File: src/rtl/io_port_ctrl.sv
// Load-control sequencer for the Inport/Outport registers: valid/ready intake from the
// device, write-then-hold-valid output with acknowledge timeout, and sticky error flags.
module io_port_ctrl #(
    parameter int TIMEOUT = 255
) (
    input  logic clk,
    input  logic clr,
    input  logic dev_in_valid,
    output logic dev_in_ready,
    output logic in_strobe,
    output logic in_full,
    input  logic cpu_in_rd,
    input  logic cpu_out_wr,
    output logic out_load,
    output logic dev_out_valid,
    input  logic dev_out_ack,
    output logic cpu_stall,
    input  logic err_clr,
    output logic underrun,
    output logic out_timeout
);
    localparam int TW = (TIMEOUT < 2) ? 1 : $clog2(TIMEOUT + 1);
    localparam logic [TW-1:0] TERM = TW'(TIMEOUT - 1);

    typedef enum logic {IN_EMPTY  = 1'b0, IN_FULL  = 1'b1} in_state_t;
    typedef enum logic {OUT_IDLE  = 1'b0, OUT_WAIT = 1'b1} out_state_t;

    in_state_t      in_state, in_next;
    out_state_t     out_state, out_next;
    logic [TW-1:0]  timer, timer_next;
    logic           underrun_set, timeout_set;

    // ---------------- input FSM ----------------
    always_ff @(posedge clk or negedge clr) begin
        if (!clr) in_state <= IN_EMPTY;
        else      in_state <= in_next;
    end

    always_comb begin
        in_next      = in_state;
        underrun_set = 1'b0;
        case (in_state)
            IN_EMPTY: begin
                if (dev_in_valid) in_next = IN_FULL;
                underrun_set = cpu_in_rd;
            end
            IN_FULL: if (cpu_in_rd) in_next = IN_EMPTY;
            default: in_next = IN_EMPTY;
        endcase
    end

    always_comb begin
        dev_in_ready = (in_state == IN_EMPTY);
        in_full      = (in_state == IN_FULL);
        in_strobe    = dev_in_valid & dev_in_ready & clr;
    end

    // ---------------- output FSM ----------------
    always_ff @(posedge clk or negedge clr) begin
        if (!clr) begin
            out_state <= OUT_IDLE;
            timer     <= '0;
        end else begin
            out_state <= out_next;
            timer     <= timer_next;
        end
    end

    // Ack is tested first so an ack at terminal count never flags a timeout.
    always_comb begin
        out_next    = out_state;
        timer_next  = timer;
        timeout_set = 1'b0;
        case (out_state)
            OUT_IDLE: if (cpu_out_wr) begin
                out_next   = OUT_WAIT;
                timer_next = '0;
            end
            OUT_WAIT: begin
                if (dev_out_ack) begin
                    out_next = OUT_IDLE;
                end else if (timer == TERM) begin
                    out_next    = OUT_IDLE;
                    timeout_set = 1'b1;
                end else begin
                    timer_next = timer + TW'(1);
                end
            end
            default: out_next = OUT_IDLE;
        endcase
    end

    always_comb begin
        dev_out_valid = (out_state == OUT_WAIT);
        out_load      = cpu_out_wr & (out_state == OUT_IDLE) & clr;
        cpu_stall     = cpu_out_wr & (out_state == OUT_WAIT) & clr;
    end

    // ---------------- sticky error flags ----------------
    always_ff @(posedge clk or negedge clr) begin
        if (!clr) begin
            underrun    <= 1'b0;
            out_timeout <= 1'b0;
        end else begin
            if (underrun_set)  underrun <= 1'b1;
            else if (err_clr)  underrun <= 1'b0;
            if (timeout_set)   out_timeout <= 1'b1;
            else if (err_clr)  out_timeout <= 1'b0;
        end
    end

endmodule

File: config.mk
export PLATFORM = sky130hd
export DESIGN_NAME = io_port_ctrl
export DESIGN_NICKNAME = d
export VERILOG_FILES = /design/src/rtl/io_port_ctrl.sv
export SDC_FILE = /design/constraint.sdc
export NUM_CORES = 1
export LEC_CHECK = 0
export BUFFER_PORTS_ARGS = -buffer_cell sky130_fd_sc_hd__buf_2
export CAP_MARGIN = 40
export CORE_AREA = 2 2 39 41
export CTS_BUF_LIST = sky130_fd_sc_hd__clkbuf_2
export DETAILED_ROUTE_END_ITERATION = 10
export DIE_AREA = 0 0 41 43
export PLACE_DENSITY = 0.7
export SLEW_MARGIN = 10
export SYNTH_ARGS = -nofsm -noshare
export SYNTH_HDL_FRONTEND = slang
export SYNTH_SLANG_ARGS = --single-unit
File: constraint.sdc
create_clock -name clk -period 1.9 [get_ports clk]
set_clock_uncertainty 0.2 [all_clocks]
set_input_delay 0.38 -clock clk [delete_from_list [all_inputs] [get_ports clk]]
set_output_delay 0.38 -clock clk [all_outputs]
set_load 0.1 [all_outputs]
---- After elaboration in Yosys (flattened, before gate mapping) ----
Cells that the tools add are included.
cells by class
  muxes and demuxes ....................... 18
  reduce and logical (&&, ||, !) cells .... 3
  equal/unequal tests ..................... 4
  add/subtract/negate cells ............... 1
  bitwise logic cells ..................... 8
operators with widths
  cell                                                            number
  8-bit 2-to-1 mux                                                3
  8-bit case mux with 2 select lines                              1
  1-bit 2-to-1 mux                                                12
  8-bit by 1-bit adder with 8-bit output (second input constant)  1
  8-bit equality test (second input constant)                     1
  1-bit AND                                                       6
  2-bit inequality test (second input constant)                   3
  1-bit case mux with 2 select lines                              2
  2-bit nonzero test                                              2
  3-bit AND reduction                                             1
  1-bit inverter                                                  2
storage, ports and cells
  output and inout port bits .............. 8
  logic and storage cells ................. 39
  register bits ........................... 12
  bits of input ports ..................... 7

---- Logic depth before layout (Yosys ltp) ----
Gate-level depths: netlist of run 1.
  depth after elaboration ................. 5
  gate-level depth with buffers ........... 6
  mapped depth without buffers ............ 6

---- Worst setup path before layout of run 1 ----
Ideal clock, no wire load.
  path type ............................... flip-flop to output port
  start point ............................. register in_state, in the netlist in_full
  end point ............................... output port in_strobe
  slack ................................... -1.144 ns
  arrival time ............................ 2.464 ns
  path buffers ............................ 0
  cell stages (with the launch flop) ...... 3
  required time ........................... 1.320 ns
  path through ............................ dfrtp_1 inv_1 and3_1
on the way
  longest elaborated chain between the ends .. 3
ends and longest elaborated chain
  element                  RTL line  text
  start, declared          28        in_state_t in_state, in_next;
  start signal, assigned   36        else in_state <= in_next;
  1-bit inverter           -
  via dev_in_ready         9         output logic dev_in_ready,
  1-bit AND (2 in series)  55        in_strobe = dev_in_valid & dev_in_ready & clr;
  end, declared            10        output logic in_strobe,
The timed path passes the listed nets, and every way through them passes these cells.

---- Final worst setup path of run 1 ----
  start point ............................. register in_state, in the netlist in_full
  end point ............................... output port in_strobe
on the way
  longest elaborated chain between the ends .. 3
ends and longest elaborated chain
  element                  RTL line
  1-bit inverter           -
  1-bit AND (2 in series)  55
Every way passes these cells.

==> impl_metrics.csv, run 1 <==
group,metric,value,unit
status,status,"completed",
global_routing,grt_usage,20.8,%
synthesis,synth_area_per_cell,9.91,um2
clock_tree,clk_path_buf_depth,2,
floorplan,die_x,41,um
sta,tns,0,ps
synthesis,synth_edf_count,0,
floorplan,die_y,43,um
run,drv_cap,0,
global_routing,grt_max_degree,10,
worst_setup_path,worstSetupStartpoint,"in_full",
sta,finalSetupViolCount,0,
synthesis,syn_inst,61,
cells_and_area,layout.area.seq,305,um2
cells_and_area,multi_input_area,297,um2
hold_path,min-delay-start,"cpu_in_rd",
synthesis,synth.cell_area,604,um2
synthesis,synth_most_common_cell,"dfrtp_1",
sta,finalHoldViolCount,0,
synthesis,synth_top_area_share,49.7,%
sta,rsz0062_at_grt,"false",
hold_path,hold_path_class,"in2reg",
worst_setup_path,cp_max_fo,5,
synthesis,synth_top_family_by_area,"simple AND/OR/NAND/NOR gates",
global_routing,grt_pass1_vias,558,
synthesis,seq_area_frac_synth,49.7,%
clock_tree,cts_tree,"done",
drt,routed_wirelength,1370,um
worst_setup_path,cp-end-kind,"output port",
synthesis,synthArstFlopShare,100,%
synthesis,syn-num-nets,70,
clock_tree,cts_root_buffer,"clkbuf_2",
synthesis,synthAdderAreaFrac,4.14,%
synthesis,synth_cell_types,23,
worst_setup_path,critical_path_class,"reg2out",
clock_tree,htreeDepth,1,
cells_and_area,antenna_cells,0,
power_and_ir_drop,peakVddDrop,0.474,mV
sta,fin_crit_sh,96.0,%
floorplan,die_area,1760,um2
floorplan,fp-row-count,14,
placed_design,dp.final_hpwl,1040,um
synthesis,ys_seq_elements,12,
drt,drt_iter0_drc,12,
cells_and_area,final_nets,91,
power_and_ir_drop,cellPowerDensity,964,nW/um2
global_routing,grt_pass1_wl,2430,um
synthesis,yosys-top-cells-area,"dfrtp_1 (50%), and3_1 (6.2%), nand2_1 (5.6%)",
power_and_ir_drop,total_power,770,uW
global_routing,grt-ovfl-total,0,
synthesis,synth_top_area_cell,"dfrtp_1",
clock_tree,cts.sinks,12,
synthesis,yosys.area_share.simple,22.8,%
floorplan,core_region_area,1380,um2
power_and_ir_drop,p_leak,0.000394,uW
worst_setup_path,rr_startpoint,"timer[0]",
synthesis,synth_ff_type,"dfrtp_1",
clock_tree,clock_latency,270,ps
synthesis,yosys-mux-area-fraction,3.31,%
worst_setup_path,start_kind,"register",
drt,routed_via_density,5.57,
synthesis,synth-compound-area-share,17.0,%
sta,min_period,1820,ps
clock_tree,clk_pin_slew_worst_paths,120,ps
drt,antenna_left,0,
clock_tree,numCtsBuffers,3,
drt,drc,0,
global_routing,antenna_found_initial,0,
synthesis,ys_top_cells_by_count,"dfrtp_1 (12), nand2_1 (9), and3_1 (6), inv_1 (4), nand2b_1 (4)",
synthesis,synthXorXnorAreaFrac,0,%
placed_design,place_congestion,0.829,
sta,tightest_slew,489,ps
clock_tree,post-cts-setup-buffer-count,0,
worst_setup_path,arrival,1240,ps
drt,wl_per_cell,14.2,um
drt,first_pass_iters,4,
cells_and_area,drive_gt1_share,34.6,%
drt,vias,540,
sta,max_freq,548,MHz
floorplan,start_util,43.7,%
cells_and_area,area_growth,32.1,%
cells_and_area,fill_cells,129,
sta,final_max_slew_viol_count,0,
worst_setup_path,cp.required,1320,ps
floorplan,io_pins,15,
synthesis,ys.warnings.count,0,
placed_design,io_buffer_count,14,
sta,max_slew_margin,67.6,%
-- critical path: stages, from the launching register on --
cell and delay [ps]:
dfrtp_4 510, clkinvlp_4 100, and3_4 190, buf_12 170
-- sequential cells by signal, summed over array words and instances, names as in the netlist --
name           cells
in_full            1
dev_out_valid      1
timer              8
out_timeout        1
underrun           1
-- cells in the final DEF, fill, tap and decap left out, drive strengths merged --
cell,synthesis,layout
a21oi,2,2
a22o,1,1
a31oi,2,2
a32o,1,1
and2,1,1
and3,6,6
and4,1,1
buf,0,15
clkbuf,0,3
clkinv,0,1
clkinvlp,0,1
dfrtp,12,12
dlygate4sd3,0,1
ha,2,2
inv,5,4
mux2i,2,2
nand2,9,9
nand2b,4,4
nand3,2,2
nand3b,1,1
nand4,1,1
o21ai,6,6
o221ai,1,1
o2bb2ai,1,1
o41ai,1,1
-- cell families after synthesis --
group | count (synthesis)
flops | 12
mux | 2
simple gates | 25
buf+inv | 5
compound gates | 15
fa+ha+maj | 2
-- stage by stage --
| step | hold slack [ps] | cell area, um2 | cells | setup WS (ps) | util (%) |
|---|---|---|---|---|---|
| 2_1_floorplan | -116 | 624 | 61 | -267 | - |
| 5_1_grt | 126 | 798 | 97 | 4.87 | 57.7 |
| 4_1_cts | 121 | 798 | 97 | 68.0 | 57.7 |
| 3_3_place_gp | 17.6 | 767 | 92 | 247 | 55.4 |
| 6_report | 126 | 798 | 97 | 76.5 | 57.7 |
| 3_5_place_dp | 21.5 | 767 | 92 | 193 | 55.4 |
-- path summary, 6_finish.rpt --
| check | to | slack, ps | cells after the start |
|---|---|---|---|
| worst max-delay path | in_strobe | 80 | 3 |
| worst min-delay path | in_full | 130 | 2 |
| worst max register to register | timer[5] | 180 | 6 |
| worst min register to register | timer[7] | 290 | 1 |
| max in group asynchronous | timer[3] | 790 | 3 |
| min in group asynchronous | timer[4] | 320 | 2 |
-- metal layers --
metal	routed length [um]	track usage (%)
met1	560	26.3
met2	669	31.3
met3	108	3.14
met4	35	13.3
met5	0	0
-- final cells by class --
type	count	area share [%]
Timing Repair Buffer	16	16.9
Clock buffer	3	1.88
Sequential cell	12	38.2
Tap cell	16	2.51
Multi-Input combinational cell	44	37.1
Inverter	5	2.82
Clock inverter	1	0.470
-- report_power, final --
part	switching [uW]	total, uW	internal, uW
clock	90.4	136	45.7
sequential	54.3	353	299
combinational	198	281	82.9
total	342	770	427
-- timing repair --
action / in CTS / in global routing
gates resized for setup: 1 / 0
endpoints found under the hold margin: 12 / 0
endpoints found under the setup margin: 1 / 0
hold buffers: 1 / 0
Note: power is estimated with default switching activity, not from simulation.
==> inputs of run 2 (changes only) <==
Settings changed: PLACE_DENSITY 0.7 to 0.72.
Clock period 1.9 ns to 1.59 ns, I/O delays scaled along.
==> run 2 against run 1 <==
The flow now finishes with violations (negative setup slack). Global-route usage rose by 1.5 points. Via count rose by 16%. First-iteration DRC count rose by 140%. Hold slack got worse by 56 ps. Non-clock buffer count rose by 15. Combinational power rose by 110%. Register-to-register slack got worse by 300 ps. Sequential cell count did not move. Sequential power rose by 15%. Power rose by 49%.
==> impl_metrics.csv, run 2 (synthesized netlist as in run 1, its figures left out) <==
group,metric,value,unit
sta,final_max_slew_viol_count,0,
status,status,"complete, but fails checks",
worst_setup_path,cp.required,1070,ps
drt,antenna_left,0,
sta,tightest_slew,252,ps
cells_and_area,antenna_cells,0,
cells_and_area,area_growth,76.8,%
drt,wl_per_cell,16.9,um
power_and_ir_drop,clock_power_share,13.6,%
power_and_ir_drop,cellPowerDensity,1070,nW/um2
placed_design,place_congestion,0.837,
placed_design,place_ws,-58.1,ps
sta,rsz0062_at_grt,"true",
placed_design,dp.final_hpwl,1170,um
worst_setup_path,cp-end-kind,"output port",
clock_tree,clk_pin_slew_worst_paths,120,ps
drt,routed_via_density,5.62,
worst_setup_path,crit-reg2reg-capture,"timer[4]",
cells_and_area,largest_reg_flops,8,
global_routing,grt_max_degree,8,
global_routing,antenna_found_initial,0,
power_and_ir_drop,power_switching,474,uW
sta,worst_slack,-154,ps
floorplan,die_y,43,um
floorplan,start_util,43.7,%
worst_setup_path,arrival,1230,ps
floorplan,io_pins,15,
worst_setup_path,r2r_setup_slack,-120,ps
hold_path,min_path_cells,2,
global_routing,grt_pass1_wl,2610,um
placed_design,io_buffer_count,14,
global_routing,grt_pass1_vias,599,
worst_setup_path,worst-r2r-cell-count,5,
cells_and_area,drive_gt1_share,56.3,%
global_routing,grt-ovfl-total,0,
drt,drt_iter0_drc,29,
clock_tree,cts.sinks,12,
cells_and_area,final_nets,106,
sta,max_freq,573,MHz
clock_tree,clock_latency,270,ps
cells_and_area,largest-register,"timer",
sta,min_period,1740,ps
power_and_ir_drop,comb_power_share,50.7,%
cells_and_area,fin_util,77.2,%
power_and_ir_drop,pwr-share-seq,35.6,%
drt,routed_wirelength,1890,um
sta,fin_crit_sh,110,%
sta,finalSetupViolCount,10,
drt,drc,0,
power_and_ir_drop,p_int,670,uW
drt,vias,629,
drt,first_pass_iters,6,
run,drv_cap,0,
cells_and_area,layout_common_cells,"buf_4 (12), dfrtp_1 (10), nand2_1 (9), buf_12 (8)",
hold_path,min-delay-start,"cpu_in_rd",
cells_and_area,layout_commonest_cell,"buf_4",
worst_setup_path,rr_startpoint,"dev_out_valid",
worst_setup_path,start_kind,"register",
worst_setup_path,critical_path_class,"reg2out",
hold_path,hold_path_class,"in2reg",
sta,max_slew_margin,83.0,%
power_and_ir_drop,peakVddDrop,0.598,mV
global_routing,grt_usage,22.3,%
floorplan,core_region_area,1380,um2
clock_tree,cts_tree,"done",
floorplan,die_area,1760,um2
clock_tree,clk_path_buf_depth,2,
status,failed_checks,"negative setup slack",
clock_tree,cts_root_buffer,"clkbuf_2",
clock_tree,htreeDepth,1,
hold_path,worstHoldEndpoint,"in_full",
floorplan,fp-row-count,14,
sta,finalHoldViolCount,0,
clock_tree,numCtsBuffers,3,
floorplan,die_x,41,um
power_and_ir_drop,p_sw_share,41.4,%
power_and_ir_drop,p_leak,0.000506,uW
worst_setup_path,cp_max_fo,4,
cells_and_area,fill_cells,82,
==> run 2: cell types whose count changed in the layout (fill, tap and decap cells not counted), sizes merged <==
cell  delta
buf     +15
==> run 2: power groups by stage <==
stage / Combinational [uW] / Sequential, uW / Clock, uW
6_report: 581 / 407 / 156
5_1_grt: 611 / 411 / 170
4_1_cts: 525 / 404 / 160
3_5_place_dp: 474 / 419 / 0
3_3_place_gp: 457 / 416 / 0
2_1_floorplan: 178 / 501 / 0
==> run 2: worst max-delay path by stage <==
stage                        startpoint         to  slack [ps]
after CTS                 dev_out_valid   out_load        -140
final                     dev_out_valid   out_load        -150
after detailed placement       timer[0]   timer[4]         -60
after global routing            in_full  in_strobe        -190
after global placement         timer[0]   timer[4]          20
after floorplan                 in_full  in_strobe        -520
==> run 2: critical path: stages (launching register included) <==
cell and delay [ps]:
dfrtp_4 530, inv_4 60, and3_4 180, buf_12 170
==> run 2: what timing repair did <==
item | CTS | global route
endpoints found under the hold margin | 12 | 0
resized for setup | 6 | 10
endpoints found under the setup margin | 10 | 14
setup buffers | 5 | 4
pin swaps | 1 | 7
hold buffers | 1 | 0
==> run 2: final cells by class <==
| class | instances | area (um2) | area share, % |
|---|---|---|---|
| clock buffer | 3 | 15.0 | 1.41 |
| timing repair buffer | 31 | 335 | 31.4 |
| sequential | 12 | 308 | 28.8 |
| inverter | 5 | 25.0 | 2.34 |
| multi-input combinational | 44 | 362 | 33.8 |
| clock inverter | 1 | 3.75 | 0.351 |
| tap | 16 | 20.0 | 1.87 |
==> run 2: stage by stage <==
step / instances / setup TNS (ps) / instance area (um2) / total power, uW / hold slack [ps]
after detailed placement: 98 / -166 / 908 / 893 / 78.4
after floorplan: 61 / -1050 / 646 / 679 / -178
after CTS: 108 / -603 / 1000 / 1090 / 34.2
after global placement: 98 / 0 / 908 / 873 / 79.3
after global routing: 112 / -1250 / 1070 / 1190 / 70.0
final: 112 / -832 / 1070 / 1140 / 70.7
==> run 2: metal layers <==
| layer | GRT usage [%] | share of wire, % |
|---|---|---|
| met5 | 0 | 0 |
| met4 | 6.00 | 1.7 |
| met3 | 4.71 | 9.7 |
| met2 | 35.6 | 52 |
| met1 | 29.3 | 36 |
